==> config.mk <==
export PLATFORM = sky130hd
export DESIGN_NAME = alu16_flags
export DESIGN_NICKNAME = d
export VERILOG_FILES = /design/src/rtl/alu16_flags.sv
export SDC_FILE = /design/constraint.sdc
export NUM_CORES = 1
export LEC_CHECK = 0
export ABC_CLOCK_PERIOD_IN_PS = 11050
export CAP_MARGIN = 20
export CORE_ASPECT_RATIO = 1.4
export CORE_MARGIN = 4
export CORE_UTILIZATION = 40
export DETAILED_ROUTE_END_ITERATION = 12
export HOLD_SLACK_MARGIN = 0.15
export MAX_ROUTING_LAYER = met4
export PLACE_DENSITY = 0.66
export SLEW_MARGIN = 0
export SYNTH_ARGS = -nofsm -noshare
export SYNTH_HDL_FRONTEND = slang
export SYNTH_SLANG_ARGS = --single-unit
export TNS_END_PERCENT = 100
==> constraint.sdc <==
create_clock -name clk -period 11.05 [get_ports clk]
set_input_delay 2.21 -clock clk [delete_from_list [all_inputs] [get_ports clk]]
set_output_delay 2.21 -clock clk [all_outputs]
set_load 0.02 [all_outputs]
==> src/rtl/alu16_flags.sv <==
// alu16_flags: registered integer ALU (ADD, SUB, AND, OR, XOR) with
// sign, zero, carry, parity and signed-overflow flags, one cycle of latency.
// Optional feature: define ALU_STICKY_OVF_EN to add a sticky overflow
// output (v_sticky) with a clear input (v_clr).
module alu16_flags #(
    parameter int WIDTH = 16
) (
    input  logic             clk,
    input  logic             rst,
    input  logic             in_valid,
    input  logic [2:0]       op,
    input  logic [WIDTH-1:0] a,
    input  logic [WIDTH-1:0] b,
    output logic             out_valid,
    output logic [WIDTH-1:0] s,
    output logic             sn,
    output logic             ZR,
    output logic             carry,
    output logic             P,
    output logic             V
`ifdef ALU_STICKY_OVF_EN
    ,
    input  logic             v_clr,
    output logic             v_sticky
`endif
);

    localparam logic [2:0] OP_ADD = 3'b000;
    localparam logic [2:0] OP_SUB = 3'b001;
    localparam logic [2:0] OP_AND = 3'b010;
    localparam logic [2:0] OP_OR  = 3'b011;
    localparam logic [2:0] OP_XOR = 3'b100;

    localparam int MSB = WIDTH - 1;

    // Combinational result of the current operands (before the hold mux).
    logic [WIDTH:0]   sum_ext;
    logic [WIDTH-1:0] res_calc;
    logic             carry_calc;
    logic             v_calc;

    logic             out_valid_d, out_valid_q;
    logic [WIDTH-1:0] s_d, s_q;
    logic             sn_d, sn_q;
    logic             zr_d, zr_q;
    logic             carry_d, carry_q;
    logic             p_d, p_q;
    logic             v_d, v_q;

    // Compute the result and the op-dependent flags (carry, overflow) from a, b and op.
    always_comb begin
        // NOTE: every variable gets a default first so no path through the
        // case leaves it unassigned, which would otherwise infer a latch.
        sum_ext    = '0;
        res_calc   = '0;
        carry_calc = 1'b0;
        v_calc     = 1'b0;
        unique case (op)
            OP_ADD: begin
                sum_ext    = {1'b0, a} + {1'b0, b};
                res_calc   = sum_ext[WIDTH-1:0];
                carry_calc = sum_ext[WIDTH];
                v_calc     = (a[MSB] == b[MSB]) && (res_calc[MSB] != a[MSB]);
            end
            OP_SUB: begin
                // a + ~b + 1: the carry-out is "no borrow", so the borrow flag is its inverse.
                sum_ext    = {1'b0, a} + {1'b0, ~b} + {{WIDTH{1'b0}}, 1'b1};
                res_calc   = sum_ext[WIDTH-1:0];
                carry_calc = ~sum_ext[WIDTH];
                v_calc     = (a[MSB] != b[MSB]) && (res_calc[MSB] != a[MSB]);
            end
            OP_AND:  res_calc = a & b;
            OP_OR:   res_calc = a | b;
            OP_XOR:  res_calc = a ^ b;
            default: res_calc = '0;  // reserved ops produce zero with clear carry/overflow
        endcase
    end

    // Select next register state: capture a new result on in_valid, otherwise hold.
    always_comb begin
        out_valid_d = in_valid;
        s_d         = s_q;
        sn_d        = sn_q;
        zr_d        = zr_q;
        carry_d     = carry_q;
        p_d         = p_q;
        v_d         = v_q;
        if (in_valid) begin
            s_d     = res_calc;
            sn_d    = res_calc[MSB];
            zr_d    = (res_calc == '0);
            carry_d = carry_calc;
            p_d     = ~(^res_calc);
            v_d     = v_calc;
        end
    end

    // Result and flag registers; synchronous reset wins over a new operation.
    always_ff @(posedge clk) begin
        if (rst) begin
            out_valid_q <= 1'b0;
            s_q         <= '0;
            sn_q        <= 1'b0;
            zr_q        <= 1'b0;
            carry_q     <= 1'b0;
            p_q         <= 1'b0;
            v_q         <= 1'b0;
        end else begin
            // NOTE: non-blocking assignments so every register samples the
            // pre-edge values regardless of statement order.
            out_valid_q <= out_valid_d;
            s_q         <= s_d;
            sn_q        <= sn_d;
            zr_q        <= zr_d;
            carry_q     <= carry_d;
            p_q         <= p_d;
            v_q         <= v_d;
        end
    end

    assign out_valid = out_valid_q;
    assign s         = s_q;
    assign sn        = sn_q;
    assign ZR        = zr_q;
    assign carry     = carry_q;
    assign P         = p_q;
    assign V         = v_q;

`ifdef ALU_STICKY_OVF_EN
    logic v_sticky_d, v_sticky_q;

    // Sticky overflow: clear on v_clr, but a new overflow on the same edge wins.
    always_comb begin
        v_sticky_d = v_sticky_q;
        if (v_clr) begin
            v_sticky_d = 1'b0;
        end
        if (in_valid && v_calc) begin
            v_sticky_d = 1'b1;
        end
    end

    // Sticky overflow register.
    always_ff @(posedge clk) begin
        if (rst) begin
            v_sticky_q <= 1'b0;
        end else begin
            v_sticky_q <= v_sticky_d;
        end
    end

    assign v_sticky = v_sticky_q;
`endif

endmodule

==> results of run 1 <==
==> layer usage <==
layer,track usage (%)
met5,-
met1,24.4
met3,1.12
met4,4.78
met2,31.4
==> kinds of logic after synthesis <==
group / after synthesis
AO/OA/AOI/OAI: 150
AND/OR/NAND/NOR: 136
buffers and inverters: 81
adder cells (fa/ha/maj): 60
XOR/XNOR: 21
flip-flops: 21
multiplexers: 5
==> through the flow <==
stage	hold slack (ns)	instance area, sq um	std cells
floorplan	0.555	3420	474
global placement	0.469	4040	608
detailed placement	0.481	4040	608
CTS	0.488	4120	612
global route	0.511	4120	612
==> synth_stat cells (11+ instances only) <==
master | count | area (sq um)
clkbuf_1 | 22 | 82.6
inv_1 | 50 | 188
a21oi_1 | 37 | 185
ha_1 | 58 | 726
a211oi_1 | 21 | 158
nor2_1 | 55 | 206
a22oi_1 | 11 | 82.6
dfxtp_1 | 21 | 420
nand2_1 | 24 | 90.1
o21ai_0 | 22 | 110
xnor2_1 | 19 | 166
==> qor.yml, run 1 <==
cts-root-buf: "clkbuf_16"
synth_cell_type_count: 58
synth_mux_area_share_pct: 1.50
post_cts_buffers: 0
synthAdderAreaFrac_pct: 22.4
synth_cells: 474
synthXorXnorAreaFrac_pct: 5.37
die_h_um: 117
synth_top_family_by_area: "compound AO/OA/AOI/OAI gates"
seq_area_frac_synth_pct: 12.3
grt_start_max_net_pins: 41
synthArstFlopShare_pct: 0
grt_pass1_vias: 3318
ctsHoldBuffers: 0
fp-row-count: 39
initial_core_util_pct: 41.5
gp_congestion: 0.936
dpl.hpwl_um: 7600
flow.stopped_at: "detailed routing"
grt_antenna_before_repair: 0
cts_buffers: 3
synthesis.nets: 572
status: "did not finish"
synth_edf_count: 0
yosysWarnings: 0
synth_compound_area_share_pct: 29.9
io_buffers: 59
htree_levels: 1
grt_usage_pct: 18.7
synthSimpleGateAreaFrac_pct: 19.3
cts.repair.resized: 0
grt_overflow: 0
clockBufferDepth: 2
avgSynthCellArea_sq_um: 7.22
synth_seq_cells: 21
grt_pass1_wl_um: 15600
syn_area_sq_mm: 0.00342
cts.sinks: 21
die_w_um: 86.2
tool.error: "[ERROR DRT-0255] Maze Route cannot find path of net clk in worker of routeBox ( 48300 0 ) ( 86200 48300 )."
ios: 60
yosys_most_used_dff: "dfxtp_1"
post-place-ws_ns: 4.78
==> inputs of run 2 (changes only) <==
CORE_ASPECT_RATIO = default   (was 1.4)
CORE_UTILIZATION = 25   (was 40)
HOLD_SLACK_MARGIN = default   (was 0.15)
MAX_ROUTING_LAYER = default   (was met4)
PLACE_DENSITY = default   (was 0.66)
PLACE_DENSITY_LB_ADDON = 0.15   (was default)
==> run 2 against run 1 <==
  * The flow now finishes without violations
  * Area after synthesis unchanged
  * Global-route usage is 5.7 points lower
  * Synthesized cell count unchanged
==> qor.yml, run 2 <==
status: "finished, final reports clean"
cp-startpoint: "a[1]"
cellPowerDensity_mw_per_mm2: 89.2
tightest_slew_ns: 1.12
fin_crit_sh_pct: 55.9
design_area_sq_mm: 0.00421
drc_errors: 0
ctsHoldBuffers: 0  # unchanged
grt_start_max_net_pins: 41  # unchanged
drtIter0Drc: 315
dpl_cell_area_sq_mm: 0.00413  # +2.3%
die_w_um: 125  # +45%
initial_core_util_pct: 25.7  # -16 points
wirelength_um: 10600
holdCritStartpoint: "s[3]$_SDFFE_PP0P_"
synth_commonest_cells: "58 x ha_1, 55 x nor2_1, 50 x inv_1"
cts_tree: "done"
synth_area_leaders: "ha_1 21%, dfxtp_1 12%, nor2_1 6.0%, inv_1 5.5%, a21oi_1 5.4%"
r2r-start: "s[15]$_SDFFE_PP0P_"
post_cts_buffers: 0  # unchanged
die_area_sq_mm: 0.0156
clk_latency_ns: 0.25
gp_congestion: 0.930  # -0.64%
setup-tns-final_ns: 0
cts.sinks: 21  # unchanged
htree_levels: 1  # unchanged
clock-skew-final_ns: 0
routedWlPerCell_um: 15.4
core_sq_mm: 0.0133
avgSynthCellArea_sq_um: 7.22  # unchanged
io_buffers: 59  # unchanged
hold_end: "s[3]$_SDFFE_PP0P_"
grt_overflow: 0  # unchanged
synth.most_common_cell: "ha_1"
n_fill_cell: 1455
ant_nets: 0
criticalPathCategory: "in2reg"
worst_path_most_repeated_cell: "xnor2_1"
cp-end-kind: "flip-flop"
dpl.hpwl_um: 8550  # +12%
grt_pass1_wl_um: 17100  # +9.6%
ios: 60  # unchanged
synth_edf_count: 0  # unchanged
syn_area_sq_mm: 0.00342  # unchanged
r2r_slack_ns: 10.29
period_minus_slack_ns: 6.18
fmax_mhz: 162
drive_above_1_share_pct: 3.53
path_cells: "clkdlybuf4s50_1 > inv_1 > ha_1 > o21ba_1 > a2111o_1 > a31oi_4 > a31oi_4 > xnor2_1 > a221oi_1 > ha_1 > xnor2_1 > xnor2_1 > xnor2_1 > mux2i_1 > nor2_1"
finalPower_w: 0.000376
crit_buf_inv: 2
grt_usage_pct: 13.0  # -5.7 points
clockBufferDepth: 2  # unchanged
synth_cells: 474  # unchanged
synthDominantAreaCellType: "ha_1"
seq_area_frac_synth_pct: 12.3  # unchanged
fp-row-count: 42  # +7.7%
path_max_fanout: 5
hp-class: "reg2reg"
vias: 3468
cts.repair.resized: 0  # unchanged
timing.hold.ws_ns: 0.483
maxSlewHeadroom_pct: 24.6
p_leak_nw: 1.71
via_per_inst: 5.06
die_h_um: 125  # +6.4%
start_kind: "input port"
ir_drop_v: 0.0000510
layout_common_cells: "59 x clkdlybuf4s50_1, 58 x ha_1, 55 x nor2_1, 50 x inv_1, 37 x a21oi_1"
rsz0062_at_grt: "no"
first_pass_iters: 4
cap_violations: 0
reg2reg_to: "s[15]$_SDFFE_PP0P_"
grt_pass1_vias: 3293  # -0.75%
max_stage_delay_ns: 0.67
final_common_cell: "clkdlybuf4s50_1"
slowest_stage: "a221oi_1"
area_delta_synth_final_pct: 22.9
synth_top_area_share_pct: 21.2  # unchanged
synthArstFlopShare_pct: 0  # unchanged
largest_reg_flops: 16
whs_path_depth: 2
num_antenna_cells: 0
layout.nets: 609
clkTransAtPathRegs_ns: 0.05
grt_antenna_before_repair: 0  # unchanged
synth_cell_type_count: 58  # unchanged
arrival_ns: 6.29
synthesis.nets: 572  # unchanged
synth_seq_cells: 21  # unchanged
worstPathRequired_ns: 11.16
cts-root-buf: "clkbuf_16"
slew_violations: 0
cp_top_family: "compound AO/OA/AOI/OAI gates"
r2r_cells: 2
hold_violations: 0
yosys_most_used_dff: "dfxtp_1"
cts_buffers: 3  # unchanged
yosysWarnings: 0  # unchanged
setup_viol: 0
[run 2: worst min-delay path, cell delays in order, from the launching register on]
cell and delay, ns:
dfxtp_1 0.31, nor2_1 0.08, a211oi_1 0.05
[run 2: worst max-delay path by stage]
stage | endpoint | cells after the start
finish | P$_SDFFE_PP0P_ | 15
detailed placement | P$_SDFFE_PP0P_ | 15
floorplan | P$_SDFFE_PP0P_ | 15
global placement | P$_SDFFE_PP0P_ | 15
CTS | P$_SDFFE_PP0P_ | 15
global route | P$_SDFFE_PP0P_ | 15
[run 2: kinds of logic (layout without fill, tap and decap cells)]
logic type | after synthesis | after routing | share of synthesized area [%]
muxes | 5 | 5 | 1.50
xor gates and xnor gates | 21 | 21 | 5.37
adders and majority gates | 60 | 60 | 22.4
and+or+nand+nor | 136 | 136 | 19.3
DFF | 21 | 21 | 12.3
buffers and inverters | 81 | 117 | 9.28
AOI/OAI and AO/OA | 150 | 150 | 29.9
[run 2: cell type report]
type                       count  area [sq um]  area share [%]
timing repair buffer          62           613            14.6
sequential                    21           420            9.99
tap                          176           220            5.23
multi-input combinational    372          2690            63.8
inverter                      51           191            4.55
clock buffer                   4          78.8            1.87
[run 2: power by group]
part,internal (W),switching [W]
logic,0.0000938,0.000120
registers,0.0000824,0.00000363
clock network,0.0000491,0.0000262
total,0.000225,0.000150
[run 2: metal layers]
layer	vias up	GRT usage (%)	wire length [um]	share of wire, %
met3	9	1.45	437	4.1
met1	1604	19.0	5440	51
met4	0	2.61	104	0.98
met2	92	20.7	4590	43
li1	1763	-	-	-
met5	-	0	0	0
[run 2: per-stage QoR]
step,utilization [%],setup slack [ns],instances
finish,31.5,4.87,686
global route,31.5,4.68,686
CTS,31.5,4.91,686
detailed placement,31.0,4.65,682
global placement,31.0,4.72,682
floorplan,-,5.97,474
Power figures use the tool's default switching activity.
